File: src/rtl/spi_slave_port_pkg.sv
// Shared definitions for the SPI slave port: mode encodings, CPOL/CPHA decode
// and the FSM state type.
package spi_slave_port_pkg;

  localparam logic [1:0] SPI_MODE0 = 2'b00;
  localparam logic [1:0] SPI_MODE1 = 2'b01;
  localparam logic [1:0] SPI_MODE2 = 2'b10;
  localparam logic [1:0] SPI_MODE3 = 2'b11;

  typedef enum logic {
    ST_IDLE   = 1'b0,
    ST_ACTIVE = 1'b1
  } state_e;

  function automatic logic mode_cpol(input logic [1:0] mode);
    return mode[1];
  endfunction

  function automatic logic mode_cpha(input logic [1:0] mode);
    return mode[0];
  endfunction

endpackage

File: src/rtl/spi_slave_port_pin_sync.sv
// Two-flop synchroniser for an asynchronous pin, plus a third register that
// turns the synchronised level into single-cycle rise/fall pulses.
module spi_slave_port_pin_sync #(
  parameter logic RST_VAL = 1'b0
) (
  input  logic clk,
  input  logic reset,
  input  logic pin_i,
  output logic sync_o,
  output logic rise_o,
  output logic fall_o
);

  logic s1_q, s2_q, s3_q;

  always_ff @(posedge clk) begin
    if (reset) begin
      s1_q <= RST_VAL;
      s2_q <= RST_VAL;
      s3_q <= RST_VAL;
    end else begin
      s1_q <= pin_i;
      s2_q <= s1_q;
      s3_q <= s2_q;
    end
  end

  assign sync_o = s2_q;
  assign rise_o = s2_q & ~s3_q;
  assign fall_o = ~s2_q & s3_q;

endmodule

File: src/rtl/spi_slave_port.sv
// SPI slave endpoint: oversamples SCLK/MOSI/ss in the clk domain, deserialises
// MSB-first words into rx_data and serialises a preloaded tx word onto MISO.
//
// state     | meaning
// ST_IDLE   | ss deasserted, MISO held low, waiting for ss falling edge
// ST_ACTIVE | frame in progress, shifting on SCLK edges
module spi_slave_port
  import spi_slave_port_pkg::*;
#(
  parameter logic [1:0] MODE      = SPI_MODE0,
  parameter int         BITS_SIZE = 8
) (
  input  logic                 clk,
  input  logic                 reset,
  input  logic                 SCLK,
  input  logic                 MOSI,
  input  logic                 ss,
  output logic                 MISO,
  input  logic [BITS_SIZE-1:0] tx_data,
  input  logic                 tx_load,
  output logic                 tx_ready,
  output logic [BITS_SIZE-1:0] rx_data,
  output logic                 rx_valid,
  output logic                 busy,
  output logic                 tx_underrun
);

  localparam logic CPOL = mode_cpol(MODE);
  localparam logic CPHA = mode_cpha(MODE);
  localparam int   CW   = $clog2(BITS_SIZE + 1);

  logic sclk_s, sclk_rise, sclk_fall;
  logic ss_s, ss_rise, ss_fall;
  logic mosi_s, unused_mosi_rise, unused_mosi_fall;

  spi_slave_port_pin_sync #(.RST_VAL(CPOL)) u_sync_sclk (
    .clk(clk), .reset(reset), .pin_i(SCLK),
    .sync_o(sclk_s), .rise_o(sclk_rise), .fall_o(sclk_fall)
  );
  spi_slave_port_pin_sync #(.RST_VAL(1'b1)) u_sync_ss (
    .clk(clk), .reset(reset), .pin_i(ss),
    .sync_o(ss_s), .rise_o(ss_rise), .fall_o(ss_fall)
  );
  spi_slave_port_pin_sync #(.RST_VAL(1'b0)) u_sync_mosi (
    .clk(clk), .reset(reset), .pin_i(MOSI),
    .sync_o(mosi_s), .rise_o(unused_mosi_rise), .fall_o(unused_mosi_fall)
  );

  logic unused_sclk_level;
  assign unused_sclk_level = sclk_s;

  logic lead_e, trail_e, sample_e, shift_e;
  assign lead_e   = CPOL ? sclk_fall : sclk_rise;
  assign trail_e  = CPOL ? sclk_rise : sclk_fall;
  assign sample_e = CPHA ? trail_e : lead_e;
  assign shift_e  = CPHA ? lead_e  : trail_e;

  state_e               state_q, state_d;
  logic [CW-1:0]        bit_cnt_q, bit_cnt_d;
  logic [BITS_SIZE-1:0] tx_shift_q, tx_shift_d;
  logic [BITS_SIZE-1:0] rx_shift_q, rx_shift_d;
  logic [BITS_SIZE-1:0] rx_data_q, rx_data_d;
  logic [BITS_SIZE-1:0] hold_q, hold_d;
  logic                 tx_ready_q, tx_ready_d;
  logic                 rx_valid_q, rx_valid_d;
  logic                 under_q, under_d;
  logic                 miso_q, miso_d;
  logic                 reload;
  logic [BITS_SIZE-1:0] next_word;

  always_comb begin
    state_d    = state_q;
    bit_cnt_d  = bit_cnt_q;
    tx_shift_d = tx_shift_q;
    rx_shift_d = rx_shift_q;
    rx_data_d  = rx_data_q;
    hold_d     = hold_q;
    tx_ready_d = tx_ready_q;
    rx_valid_d = 1'b0;
    under_d    = 1'b0;
    miso_d     = miso_q;
    reload     = 1'b0;
    next_word  = tx_ready_q ? '0 : hold_q;

    case (state_q)
      ST_IDLE: begin
        miso_d    = 1'b0;
        bit_cnt_d = '0;
        if (ss_fall) begin
          state_d = ST_ACTIVE;
          reload  = 1'b1;
        end
      end
      ST_ACTIVE: begin
        if (sample_e) begin
          rx_shift_d = {rx_shift_q[BITS_SIZE-2:0], mosi_s};
          if (bit_cnt_q == CW'(BITS_SIZE - 1)) begin
            rx_data_d  = {rx_shift_q[BITS_SIZE-2:0], mosi_s};
            rx_valid_d = 1'b1;
            bit_cnt_d  = '0;
            reload     = ~ss_rise;
          end else begin
            bit_cnt_d = bit_cnt_q + 1'b1;
          end
        end
        if (shift_e) begin
          miso_d     = tx_shift_q[BITS_SIZE-1];
          tx_shift_d = {tx_shift_q[BITS_SIZE-2:0], 1'b0};
        end
        if (ss_rise) begin
          state_d   = ST_IDLE;
          bit_cnt_d = '0;
        end
      end
      default: state_d = ST_IDLE;
    endcase

    // A reload always wins over a same-cycle tx_load; the load is dropped.
    if (reload) begin
      tx_ready_d = 1'b1;
      under_d    = tx_ready_q;
      if (state_q == ST_IDLE && !CPHA) begin
        miso_d     = next_word[BITS_SIZE-1];
        tx_shift_d = {next_word[BITS_SIZE-2:0], 1'b0};
      end else begin
        tx_shift_d = next_word;
      end
    end else if (tx_load && tx_ready_q) begin
      hold_d     = tx_data;
      tx_ready_d = 1'b0;
    end
  end

  always_ff @(posedge clk) begin
    if (reset) begin
      state_q    <= ST_IDLE;
      bit_cnt_q  <= '0;
      tx_shift_q <= '0;
      rx_shift_q <= '0;
      rx_data_q  <= '0;
      hold_q     <= '0;
      tx_ready_q <= 1'b1;
      rx_valid_q <= 1'b0;
      under_q    <= 1'b0;
      miso_q     <= 1'b0;
    end else begin
      state_q    <= state_d;
      bit_cnt_q  <= bit_cnt_d;
      tx_shift_q <= tx_shift_d;
      rx_shift_q <= rx_shift_d;
      rx_data_q  <= rx_data_d;
      hold_q     <= hold_d;
      tx_ready_q <= tx_ready_d;
      rx_valid_q <= rx_valid_d;
      under_q    <= under_d;
      miso_q     <= miso_d;
    end
  end

  assign MISO        = miso_q;
  assign tx_ready    = tx_ready_q;
  assign rx_data     = rx_data_q;
  assign rx_valid    = rx_valid_q;
  assign tx_underrun = under_q;
  assign busy        = (state_q == ST_ACTIVE) && !ss_s;

endmodule

File: config.mk
export PLATFORM = sky130hd
export DESIGN_NAME = spi_slave_port
export DESIGN_NICKNAME = d
export VERILOG_FILES = /design/src/rtl/spi_slave_port_pkg.sv /design/src/rtl/spi_slave_port_pin_sync.sv /design/src/rtl/spi_slave_port.sv
export SDC_FILE = /design/constraint.sdc
export NUM_CORES = 1
export LEC_CHECK = 0
export CORE_AREA = 2 2 58 71
export DETAILED_ROUTE_END_ITERATION = 6
export DIE_AREA = 0 0 60 73
export PLACE_DENSITY = 0.9
export SETUP_SLACK_MARGIN = 0.4
export SYNTH_ARGS = -nofsm -noshare
export SYNTH_HDL_FRONTEND = slang
export SYNTH_SLANG_ARGS = --single-unit
File: constraint.sdc
create_clock -name clk -period 5.4 [get_ports clk]
set_clock_uncertainty 0.15 [all_clocks]
set_input_delay 0.54 -clock clk [delete_from_list [all_inputs] [get_ports clk]]
set_output_delay 0.54 -clock clk [all_outputs]
set_load 0.02 [all_outputs]
==> metrics.md <==
| Metric | Value |
|---|---|
| DP Wirelength | `2.50 mm` |
| Unique masters post-synth | `36` |
| Pin count of the biggest net entering global routing | `46` |
| Gr ovfl total | `0` |
| Post-Syn Area per Cell | `9.44 sq um` |
| Period utilization | `53.6%` |
| Synthesized cell area | `0.00206 sq mm` |
| Register area | `961 sq um` |
| Fraction of layout cells with a size suffix above 1 | `10.5%` |
| DRT iter0 DRCs | `51` |
| Max Cap Viol | `0` |
| DRC viols | `0` |
| Layout net count | `251` |
| Worst endpoint required time | `4710 ps` |
| Yosys top cell area share | `46.7%` |
| Leading area contributor after synthesis | `dfxtp_1` |
| DRT Pass-1 Iters | `4` |
| Routed WL | `3.72 mm` |
| Worst-path clk slew | `90 ps` |
| Die Wd | `60 um` |
| Max Buffers Root-to-Sink | `2` |
| Routed length on met2 | `1.86 mm` |
| WHS Path Cells | `1` |
| Fin util | `63.5%` |
| Post-CTS Setup Bufs | `0` |
| Clk_lat worst skew | `310 ps` |
| Pwr per Cell Area | `270 mW/mm^2` |
| CTS Hold Bufs | `0` |
| Crit. End Element | `primary output` |
| First-pass GRT wire length | `6.20 mm` |
| Critical Path Fanout Max | `25` |
| GP Congestion | `0.800` |
| WS Path Type | `reg2out` |
| Reg2reg path depth | `4` |
| Non-Filler Instances | `291` |
| TritonCTS clock tree | `built` |
| CTS root buf | `clkbuf_8` |
| Met3 wire length | `126 um` |
| DR vias | `1,564` |
| DR top layer | `met4` |
| Vias in the first global route | `1,473` |
| Number of diodes | `0` |
| Net count after synthesis | `233` |
| Setup violators final | `0` |
| Place WS | `2870 ps` |
| Gate Count Post-Synth | `218` |
| CTS sink count | `48` |
| Port bufs | `26` |
| Fin crit period | `2890 ps` |
| P_leak | `0.855 nW` |
| Final hold vios | `0` |
| Pins Over Slew Limit | `0` |
| Crit path DAT | `2200 ps` |
| RSZ-0062 raised after global routing | `false` |
| DR WL/cell | `12.8 um` |
| Antenna Nets Post-Route | `0` |
| Startpoint types | `flop` |
| Worst-margin pin slew | `970 ps` |
| Dpl cells | `283` |
| Starting density of the core | `54.3%` |
| Rows | `25` |
| Max frequency | `0.346 GHz` |
| Final worst-path setup slack | `2510 ps` |
| Register area share after synthesis | `46.7%` |
| VDD IR max | `0.231 mV` |
| Status | `finished, final reports clean` |
| # H-tree levels | `2` |
| Tot GR Track Use | `18.7%` |
| TNS Setup | `0 ps` |
| Post-route cell area | `0.00240 sq mm` |
| Core Footprint | `0.00378 sq mm` |
| Area grow syn2layout | `16.9%` |
| Type of the tightest min-delay check | `reg2reg` |
| Die area | `0.00438 sq mm` |
| # fillers | `316` |
| Yosys reg bits | `48` |
| Area of the multi-input gates | `0.00100 sq mm` |
| I/O pins | `27` |
| CTS Buf Count | `5` |
| Worst slew margin | `35.3%` |
| M1 WL | `1.65 mm` |
| Drt via density | `5.37` |
| Post-CTS resize count | `0` |
| Synthesis warning total | `0` |
| Area contributors post-synth | `dfxtp_1 (47%), mux2i_1 (11%), a21oi_1 (6.8%)` |
| DIE HEIGHT | `73 um` |
| Initial antenna violation count | `0` |
| DP Area | `0.00231 sq mm` |
==> where the power goes <==
part | total, mW | internal, mW | leakage, nW | switching, mW
clock | 0.226 | 0.105 | 0.0516 | 0.122
sequential | 0.374 | 0.364 | 0.391 | 0.0105
combinational | 0.0481 | 0.0249 | 0.413 | 0.0232
==> cell families after synthesis <==
logic type                 Yosys count  synth area share, %
and+or+nand+nor                     79                 20.8
AOI/OAI and AO/OA                   48                 15.8
DFF                                 48                 46.7
muxes                               23                 11.3
buffers and inverters               18                 4.44
xor gates and xnor gates             1                0.426
adders and majority gates            1                0.608
==> layout make-up <==
cell class              instances  share of cell area, %
repair buffers                 27                   11.1
well taps                      54                   2.81
flip-flops and latches         48                   40.0
multi-input cells             152                   41.8
clock inverters                 2                  0.572
inverters                       2                  0.312
clock buffers                   6                   3.43
==> cell usage after synthesis <==
cell	n
a211oi_2	7
buf_2	3
o21ai_0	8
nor3b_2	2
a2111o_1	1
nand3_2	1
o21bai_1	1
nand2_1	14
buf_4	1
clkbuf_1	9
nor2_1	17
nand3b_1	3
mux2_2	1
mux2i_1	22
nor2b_1	7
or3_1	1
dfxtp_1	48
a211oi_1	1
xnor2_1	1
or3b_1	1
and3_1	2
and2b_1	2
nand4_1	2
a21oi_1	28
or2_2	3
buf_6	2
a21oi_2	1
and3b_1	2
a31oi_4	1
and2_1	2
nand3_1	17
clkbuf_2	1
ha_1	1
inv_1	2
or2b_1	2
nand2b_1	1
==> layout by cell type, fill, tap and decap left out, types with 3 or more instances in the layout <==
cell type        count
dfxtp_1             48
a21oi_1             28
clkdlybuf4s50_1     26
mux2i_1             22
nand3_1             17
nor2_1              17
nand2_1             14
o21ai_0              8
nor2b_1              7
a211oi_2             7
clkbuf_8             6
or2_2                3
nand3b_1             3
==> path summary, 6_finish.rpt <==
check                            start                     endpoint  slack [ps]
max reg2reg         state_q$_SDFF_PP0_      rx_data[5]$_SDFFE_PP0P_        3040
max                 state_q$_SDFF_PP0_                         busy        2510
min          u_sync_ss.s1_q$_SDFF_PP1_  u_sync_ss.sync_o$_SDFF_PP1_         270
min reg2reg  u_sync_ss.s1_q$_SDFF_PP1_  u_sync_ss.sync_o$_SDFF_PP1_         270
==> flip-flops by register name, summed over array words and instances, names as in the netlist, 4 cells and up <==
| register | count |
|---|---|
| tx_shift_q | 8 |
| hold_q | 8 |
| rx_shift_q | 7 |
| rx_data | 8 |
| bit_cnt_q | 4 |
==> per-stage QoR <==
stage / hold slack (ps) / power [mW]
finish: 269 / 0.648
global route: 285 / 0.672
CTS: 271 / 0.655
detailed placement: 251 / 0.430
global placement: 243 / 0.428
floorplan: 239 / 0.414
==> routing by layer <==
metal,track usage (%),vias up
li1,-,797
met4,9.88,0
met5,0,-
met2,31.6,22
met1,20.6,736
met3,5.50,9
==> worst max-delay path: stages (launching register included) <==
cell             delay, ps
dfxtp_1                970
and2b_1                300
clkdlybuf4s50_1        620
Note: power is estimated with default switching activity, not from simulation.
